==> src/rtl/loadstore_unit_if.sv <==
// Pipeline request/response and data-memory port bundle
// for the load/store unit; slave = the unit, master = its environment.
interface loadstore_unit_if #(
  parameter int ADDR_W = 10
);
  logic              req_valid;
  logic              req_ready;
  logic              req_we;
  logic [1:0]        req_size;
  logic              req_signed;
  logic [31:0]       req_addr;
  logic [31:0]       req_wdata;
  logic              rsp_valid;
  logic [31:0]       rsp_rdata;
  logic              rsp_err;
  logic              mem_readMem;
  logic              mem_writeMem;
  logic [ADDR_W-1:0] mem_R_addr;
  logic [ADDR_W-1:0] mem_W_addr;
  logic [31:0]       mem_W_data;
  logic [31:0]       mem_R_data;

  modport slave (
    input  req_valid, req_we, req_size, req_signed,
    input  req_addr, req_wdata, mem_R_data,
    output req_ready, rsp_valid, rsp_rdata, rsp_err,
    output mem_readMem, mem_writeMem, mem_R_addr,
    output mem_W_addr, mem_W_data
  );

  modport master (
    output req_valid, req_we, req_size, req_signed,
    output req_addr, req_wdata, mem_R_data,
    input  req_ready, rsp_valid, rsp_rdata, rsp_err,
    input  mem_readMem, mem_writeMem, mem_R_addr,
    input  mem_W_addr, mem_W_data
  );
endinterface

==> src/rtl/loadstore_unit.sv <==
// Load/store unit: byte/half/word access to a word-addressed memory,
// sub-word stores by read-modify-write. Ports: clk, rst (async low), bus.
module loadstore_unit #(
  parameter int ADDR_W = 10
) (
  input  logic            clk,
  input  logic            rst,
  loadstore_unit_if.slave bus
);

  typedef enum logic [2:0] {
    IDLE, READ, WRITE, RESP, ERR
  } state_e;

  state_e            state_q, state_d;
  logic              we_q, we_d;
  logic [1:0]        size_q, size_d;
  logic              sgn_q, sgn_d;
  logic [1:0]        off_q, off_d;
  logic [ADDR_W-1:0] wa_q, wa_d;
  logic [31:0]       wd_q, wd_d;
  logic [31:0]       rd_q, rd_d;

  logic        accept;
  logic        bad;
  logic [7:0]  lane_b;
  logic [15:0] lane_h;
  logic [31:0] load_val;
  logic [31:0] merged;

  assign accept = bus.req_valid && (state_q == IDLE);

  assign bad =
      (bus.req_size == 2'b11)
    || ((bus.req_size == 2'b01) && bus.req_addr[0])
    || ((bus.req_size == 2'b10) && (bus.req_addr[1:0] != 2'b00))
    || (|bus.req_addr[31:ADDR_W+2]);

  assign lane_b = bus.mem_R_data[{off_q, 3'b000} +: 8];
  assign lane_h = bus.mem_R_data[{off_q[1], 4'b0000} +: 16];

  always_comb begin
    load_val = bus.mem_R_data;
    unique case (1'b1)
      size_q == 2'b00:
        load_val = {{24{sgn_q & lane_b[7]}}, lane_b};
      size_q == 2'b01:
        load_val = {{16{sgn_q & lane_h[15]}}, lane_h};
      default:
        load_val = bus.mem_R_data;
    endcase
  end

  // New lane overlays the word just read.
  always_comb begin
    merged = bus.mem_R_data;
    unique case (1'b1)
      size_q == 2'b00:
        merged[{off_q, 3'b000} +: 8] = wd_q[7:0];
      size_q == 2'b01:
        merged[{off_q[1], 4'b0000} +: 16] = wd_q[15:0];
      default:
        merged = wd_q;
    endcase
  end

  always_comb begin
    state_d = state_q;
    we_d    = we_q;
    size_d  = size_q;
    sgn_d   = sgn_q;
    off_d   = off_q;
    wa_d    = wa_q;
    wd_d    = wd_q;
    rd_d    = rd_q;
    unique case (state_q)
      IDLE: begin
        if (accept) begin
          we_d   = bus.req_we;
          size_d = bus.req_size;
          sgn_d  = bus.req_signed;
          off_d  = bus.req_addr[1:0];
          wa_d   = bus.req_addr[ADDR_W+1:2];
          wd_d   = bus.req_wdata;
          rd_d   = '0;
          unique case (1'b1)
            bad:
              state_d = ERR;
            bus.req_we && (bus.req_size == 2'b10):
              state_d = WRITE;
            default:
              state_d = READ;
          endcase
        end
      end
      READ: begin
        if (we_q) begin
          wd_d    = merged;
          state_d = WRITE;
        end else begin
          rd_d    = load_val;
          state_d = RESP;
        end
      end
      WRITE:   state_d = RESP;
      RESP:    state_d = IDLE;
      ERR:     state_d = IDLE;
      default: state_d = IDLE;
    endcase
  end

  always_ff @(posedge clk or negedge rst) begin
    if (!rst) begin
      state_q <= IDLE;
    end else begin
      state_q <= state_d;
    end
  end

  always_ff @(posedge clk or negedge rst) begin
    if (!rst) begin
      we_q   <= 1'b0;
      size_q <= 2'b00;
      sgn_q  <= 1'b0;
      off_q  <= 2'b00;
      wa_q   <= '0;
      wd_q   <= '0;
      rd_q   <= '0;
    end else begin
      we_q   <= we_d;
      size_q <= size_d;
      sgn_q  <= sgn_d;
      off_q  <= off_d;
      wa_q   <= wa_d;
      wd_q   <= wd_d;
      rd_q   <= rd_d;
    end
  end

  assign bus.req_ready    = (state_q == IDLE);
  assign bus.mem_readMem  = (state_q == READ);
  assign bus.mem_writeMem = (state_q == WRITE);
  assign bus.mem_R_addr   = wa_q;
  assign bus.mem_W_addr   = wa_q;
  assign bus.mem_W_data   = wd_q;
  assign bus.rsp_valid    = (state_q == RESP)
                         || (state_q == ERR);
  assign bus.rsp_err      = (state_q == ERR);
  assign bus.rsp_rdata    = (state_q == RESP)
                         ? rd_q : 32'h0;

endmodule

==> src/flat_wrapper.sv <==
// flat-port wrapper written by rule: the top's interface ports become plain ports
module loadstore_unit_flat 
#(
  parameter int ADDR_W = 10
)
  (clk, rst, bus_req_valid, bus_req_we, bus_req_size, bus_req_signed, bus_req_addr, bus_req_wdata, bus_mem_R_data, bus_req_ready, bus_rsp_valid, bus_rsp_rdata, bus_rsp_err, bus_mem_readMem, bus_mem_writeMem, bus_mem_R_addr, bus_mem_W_addr, bus_mem_W_data);
  loadstore_unit_if #(.ADDR_W(ADDR_W)) bus_i ();
  input  logic clk;
  input  logic rst;
  input wire logic [$bits(bus_i.req_valid)-1:0] bus_req_valid;
  input wire logic [$bits(bus_i.req_we)-1:0] bus_req_we;
  input wire logic [$bits(bus_i.req_size)-1:0] bus_req_size;
  input wire logic [$bits(bus_i.req_signed)-1:0] bus_req_signed;
  input wire logic [$bits(bus_i.req_addr)-1:0] bus_req_addr;
  input wire logic [$bits(bus_i.req_wdata)-1:0] bus_req_wdata;
  input wire logic [$bits(bus_i.mem_R_data)-1:0] bus_mem_R_data;
  output wire logic [$bits(bus_i.req_ready)-1:0] bus_req_ready;
  output wire logic [$bits(bus_i.rsp_valid)-1:0] bus_rsp_valid;
  output wire logic [$bits(bus_i.rsp_rdata)-1:0] bus_rsp_rdata;
  output wire logic [$bits(bus_i.rsp_err)-1:0] bus_rsp_err;
  output wire logic [$bits(bus_i.mem_readMem)-1:0] bus_mem_readMem;
  output wire logic [$bits(bus_i.mem_writeMem)-1:0] bus_mem_writeMem;
  output wire logic [$bits(bus_i.mem_R_addr)-1:0] bus_mem_R_addr;
  output wire logic [$bits(bus_i.mem_W_addr)-1:0] bus_mem_W_addr;
  output wire logic [$bits(bus_i.mem_W_data)-1:0] bus_mem_W_data;
  assign bus_i.req_valid = bus_req_valid;
  assign bus_i.req_we = bus_req_we;
  assign bus_i.req_size = bus_req_size;
  assign bus_i.req_signed = bus_req_signed;
  assign bus_i.req_addr = bus_req_addr;
  assign bus_i.req_wdata = bus_req_wdata;
  assign bus_i.mem_R_data = bus_mem_R_data;
  assign bus_req_ready = bus_i.req_ready;
  assign bus_rsp_valid = bus_i.rsp_valid;
  assign bus_rsp_rdata = bus_i.rsp_rdata;
  assign bus_rsp_err = bus_i.rsp_err;
  assign bus_mem_readMem = bus_i.mem_readMem;
  assign bus_mem_writeMem = bus_i.mem_writeMem;
  assign bus_mem_R_addr = bus_i.mem_R_addr;
  assign bus_mem_W_addr = bus_i.mem_W_addr;
  assign bus_mem_W_data = bus_i.mem_W_data;
  loadstore_unit #(.ADDR_W(ADDR_W)) u_core (.clk(clk), .rst(rst), .bus(bus_i));
endmodule
==> config.mk <==
export PLATFORM = sky130hd
export DESIGN_NAME = loadstore_unit_flat
export DESIGN_NICKNAME = d
export VERILOG_FILES = /design/src/rtl/loadstore_unit_if.sv /design/src/rtl/loadstore_unit.sv /design/src/flat_wrapper.sv
export SDC_FILE = /design/constraint.sdc
export NUM_CORES = 1
export LEC_CHECK = 0
export CAP_MARGIN = 15
export CELL_PAD_IN_SITES_DETAIL_PLACEMENT = 0
export CELL_PAD_IN_SITES_GLOBAL_PLACEMENT = 1
export CORE_MARGIN = 2
export CORE_UTILIZATION = 33
export CTS_CLUSTER_DIAMETER = 40
export DETAILED_ROUTE_END_ITERATION = 16
export PLACE_DENSITY_LB_ADDON = 0.1
export SLEW_MARGIN = 30
export SYNTH_ARGS = -nofsm -noshare
export SYNTH_HDL_FRONTEND = slang
export SYNTH_SLANG_ARGS = --single-unit
==> constraint.sdc <==
create_clock -name clk -period 2.93 [get_ports clk]
set_input_delay 0.879 -clock clk [delete_from_list [all_inputs] [get_ports clk]]
set_output_delay 0.879 -clock clk [all_outputs]
set_load 0.005 [all_outputs]
Yosys cells after proc, flatten, opt, wreduce, memory -nomap -nowiden
Index checks and enable logic that the tools add are counted.
{"block": "op_classes", "addsub": 2, "mul": 0, "div": 0, "order_cmp": 0, "n_eq_ne": 12, "n_shift": 6, "muxes": 15, "n_bitwise": 2, "reduce_logical": 16}
{"operator": "$pmux 32 s2", "n": 4}
{"operator": "$mux 32", "n": 5}
{"operator": "$bwmux 32", "n": 2}
{"operator": "$shift 16x7->32 const A", "n": 1}
{"operator": "$shift 8x7->32 const A", "n": 1}
{"operator": "$shiftx 16x7->32", "n": 1}
{"operator": "$shiftx 32x6->16", "n": 1}
{"operator": "$shiftx 32x6->8", "n": 1}
{"operator": "$shiftx 8x7->32", "n": 1}
{"operator": "$reduce_or 20->1", "n": 1}
{"operator": "$neg 5->7", "n": 2}
{"operator": "$pmux 3 s3", "n": 1}
{"operator": "$eq 3x2->1 const B", "n": 2}
{"operator": "$pmux 3 s2", "n": 1}
{"operator": "$eq 2x1->1 const B", "n": 2}
{"operator": "$eq 2x2->1 const B", "n": 2}
{"operator": "$logic_and 1x1->1", "n": 4}
{"operator": "$logic_or 1x1->1", "n": 4}
{"operator": "$ne 2x1->1 const B", "n": 2}
{"operator": "$reduce_and 4->1", "n": 1}
{"operator": "$reduce_bool 2->1", "n": 2}
{"operator": "$eq 3x1->1 const B", "n": 1}
{"operator": "$eq 3x3->1 const B", "n": 1}
{"operator": "$logic_not 3->1", "n": 1}
{"operator": "other kinds (8)", "n": 9}
{"block": "totals", "regBits": 83, "latchBits": 0, "mem_bits_rw": 0, "rom_bits": 0, "in_bits": 103, "output_inout_bits": 89, "mem_count": 0}

Logic depth before layout (Yosys ltp)
{"block": "depth", "depth_word": 8, "depth_mapped": 9}

Worst setup path before layout
No wires, ideal clock.
{"block": "synth_path", "path_kind": "register to output", "startpoint": "register u_core.state_q[1]", "endpoint": "output port bus_mem_readMem", "arrival_ps": 1431, "required_ps": 2051, "slack_ps": 620, "path_stages_with_launch": 6, "n_path_buf": 3, "cell_sequence": "dfrtp_1 -> buf_6 -> or3b_1 -> buf_2 -> clkinv_1 -> buf_2"}
{"block": "synth_via", "elab_chain_len": 1}
{"element": "start, declared", "line_no": "loadstore_unit.sv:15", "text": "state_e state_q, state_d;"}
{"element": "start signal, assigned", "line_no": "loadstore_unit.sv:116", "text": "state_q <= state_d;"}
{"element": "$eq 3x1->1", "line_no": "loadstore_unit.sv:141", "text": "assign bus.mem_readMem = (state_q == READ);"}
{"element": "end, declared", "line_no": "flat_wrapper.sv:21", "text": "output wire logic [$bits(bus_i.mem_readMem)-1:0] bus_mem_readMem;"}
Every way passes these cells.

Worst setup path after layout
{"block": "layout_path", "startpoint": "register u_core.state_q[1]", "endpoint": "output port bus_rsp_rdata[31]"}
{"block": "layout_via", "elab_chain_len": 2}
{"element": "$eq 3x2->1", "line_no": "loadstore_unit.sv:149", "text": "assign bus.rsp_rdata = (state_q == RESP)"}
{"element": "$mux 32", "line_no": "loadstore_unit.sv:150", "text": "? rd_q : 32'h0;"}
{"element": "end, declared", "line_no": "flat_wrapper.sv:19", "text": "output wire logic [$bits(bus_i.rsp_rdata)-1:0] bus_rsp_rdata;"}
Every way passes these cells.

==> results.py <==
metrics = {
    "cts": {
        "cts_made_buffers": 9,
        "clk_latency_ns": 0.35,
        "cts_sinks": 83,
        "cts_tree": "done",
        "cts_hold_buf": 0,
        "clock_path_buffers": 2,
        "cts-root-buf": "clkbuf_16",
        "htree_num_levels": 3,
        "clkSlewWorstSetupHoldPaths_ns": 0.06,
    },
    "drt": {
        "wirelength_met1_um": 8290,
        "drt_iter0_markers": 500,
        "finalWirelength_um": 18700,
        "wl_met3_um": 1480,
        "routed.top_layer": "met4",
        "wl_per_cell_um": 20.4,
        "via_per_inst": 5.59,
        "drtPass1Iterations": 5,
        "vias": 5130,
        "ant_nets": 0,
        "met2_length_um": 8670,
        "drc": 0,
    },
    "synth": {
        "yosys-top-cells-count": "dfrtp_1 (83), nand2_1 (66), a21oi_1 (38)",
        "async_flop_share_pct": 100,
        "synth_warnings": 0,
        "synth_area_leaders": "dfrtp_1 (41%), nand2_1 (4.9%), and2_1 (4.5%), mux2_2 (4.0%), a21oi_1 (3.8%)",
        "synth_cell_types": 53,
        "synth-seq-cells": 83,
        "synth_edf_count": 0,
        "avgSynthCellArea_sq_um": 9.14,
        "synth_top_area_cell": "dfrtp_1",
        "syn-num-nets": 659,
        "syn-cell-area_sq_um": 5040,
        "synth_top_cell_area_share_pct": 41.2,
        "ys.flop_type": "dfrtp_1",
        "yosysSeqAreaShare_pct": 41.2,
        "syn_inst": 551,
        "post-synth-top-count-cell": "dfrtp_1",
    },
    "timing": {
        "finalSetupViolations": 0,
        "fin_crit_sh_pct": 96.4,
        "hold_viol": 0,
        "rsz0062_at_grt": "no",
        "slew_headroom_pct": 54.6,
        "fmax_mhz": 354,
        "tightestPinTransition_ns": 0.680,
        "tns_ns": 0,
        "fin_worst_skew_ns": 0.00571,
        "finalMaxSlewViolations": 0,
        "min_period_ns": 2.83,
        "whs_ns": 0.487,
    },
    "finish": {
        "instances_no_fill": 917,
        "num-fill-cells": 1395,
        "final_area_sq_um": 7480,
        "num_antenna_cells": 0,
        "drive_gt1_share_pct": 9.47,
        "multiInputGateArea_sq_um": 2660,
        "register_area_sq_um": 2080,
        "final_nets": 832,
        "syn2layout_area_growth_pct": 48.5,
    },
    "worst_setup_path": {
        "required_ns": 2.05,
        "worstPathArrival_ns": 1.95,
        "critical_path_class": "register to primary output",
        "worstReg2RegStart": "u_core.state_q[1]",
        "cp_max_fo": 31,
        "worstSetupStartpointType": "register",
        "startpoint": "u_core.state_q[1]",
        "endpoint_kind": "primary output",
    },
    "global_route": {
        "antenna_found_initial": 0,
        "grt_pass1_vias": 4978,
        "track_usage_pct": 22.9,
        "grt_max_degree": 57,
        "globalRouteOverflowTotal": 0,
        "grt_pass1_wl_um": 28400,
    },
    "die": {
        "dieWidth_um": 128,
        "chipHeight_um": 128,
        "start_util_pct": 33.5,
        "core-area_sq_um": 15000,
        "dieArea_sq_um": 16300,
        "fp-row-count": 45,
        "io_pins": 192,
    },
    "placed_design": {
        "io_buffers": 191,
        "dp_hpwl_um": 13900,
        "gp_congestion": 0.857,
        "placedCellCount": 901,
        "dpl-instance-area_sq_um": 7150,
    },
    "pwr": {
        "leakage_nw": 3.06,
        "irDropWorstVdd_mv": 0.413,
        "power_mw": 7.34,
        "power.density_nw_per_um2": 981,
    },
    "outcome": {
        "status": "complete, no violations",
    },
    "min_path": {
        "hold_class": "register to register",
        "holdCritStartpoint": "u_core.rd_q[13]",
    },
    "run": {
        "drv_cap": 0,
    },
}
## cell type report
cell class,instances,share of cell area [%]
Clock buffer,11,3.24
Clock inverter,5,1.14
Inverter,15,0.753
Multi-Input combinational cell,400,35.5
Sequential cell,83,27.8
Tap cell,188,3.14
Timing Repair Buffer,215,28.4
## flip-flops by register name, summed over array words and instances (netlist names)
signal                 flops
u_core.bus.mem_R_addr     10
u_core.bus.mem_W_data     32
u_core.off_q               2
u_core.rd_q               32
u_core.sgn_q               1
u_core.size_q              2
u_core.state_q             3
u_core.we_q                1
## metrics by stage
stage / utilization, % / setup WS [ns]
finish: 49.8 / 0.105
global route: 49.8 / 0.00168
CTS: 49.7 / 0.0524
detailed placement: 47.5 / 0.170
global placement: 47.5 / 0.205
floorplan: - / 0.620
## worst paths after layout
check | cells after the start | to | slack (ns)
max | 5 | bus_rsp_rdata[31] | 0.10
min | 2 | u_core.rd_q[13] | 0.49
max reg2reg | 5 | u_core.bus.mem_W_data[25] | 0.51
min reg2reg | 2 | u_core.rd_q[13] | 0.49
max in group asynchronous | 2 | u_core.rd_q[7] | 1.74
min in group asynchronous | 1 | u_core.rd_q[29] | 0.52
## cell families (layout without fill, tap and decap cells)
| family | Yosys count | count (layout) | synth area share (%) |
|---|---|---|---|
| DFF | 83 | 83 | 41.2 |
| AOI/OAI and AO/OA | 179 | 179 | 25.5 |
| buffers and inverters | 68 | 246 | 6.34 |
| adders and majority gates | 5 | 5 | 1.24 |
| muxes | 35 | 35 | 7.43 |
| and+or+nand+nor | 181 | 181 | 18.3 |
## layout by cell type (no fill, tap or decap), drive strengths merged, types with 3 or more instances in the layout
master	synthesis	layout
a211o	10	10
o21ai	39	39
and3	4	4
a21oi	39	39
nand2	66	66
buf	25	25
clkbuf	28	11
mux2	19	19
inv	14	15
nor3	15	15
a31oi	17	17
o31ai	3	3
dfrtp	83	83
a221o	17	17
a221oi	21	21
clkdlybuf4s50	0	190
nand2b	6	6
nor2	26	26
mux2i	16	16
or3	4	4
nor4	7	7
a22o	9	9
ha	5	5
and2	42	42
a32oi	8	8
and3b	3	3
## metal layers
layer	vias to the layer above	GRT usage [%]
met4	0	5.75
met2	243	36.2
li1	2376	-
met5	-	0
met3	16	5.03
met1	2495	31.9
## power breakdown
| part | internal [mW] | leakage [nW] | switching [mW] |
|---|---|---|---|
| Sequential | 1.67 | 1.03 | 0.536 |
| Clock | 0.775 | 0.156 | 0.485 |
| Combinational | 1.97 | 1.88 | 1.91 |
| Total | 4.41 | 3.06 | 2.93 |
## worst max-delay path, stage by stage (launching register included)
cell and delay [ns]:
dfrtp_1 0.46, nand2_1 0.09, nor2_2 0.18, buf_12 0.18
and2_1 0.16, clkdlybuf4s50_1 0.51
## repair_timing
action,in CTS,in global routing
buffers inserted,0,0
setup endpoints to repair,0,31
hold endpoints to repair,0,0
gates resized for setup,0,2
(Power assumes the default switching activity.)
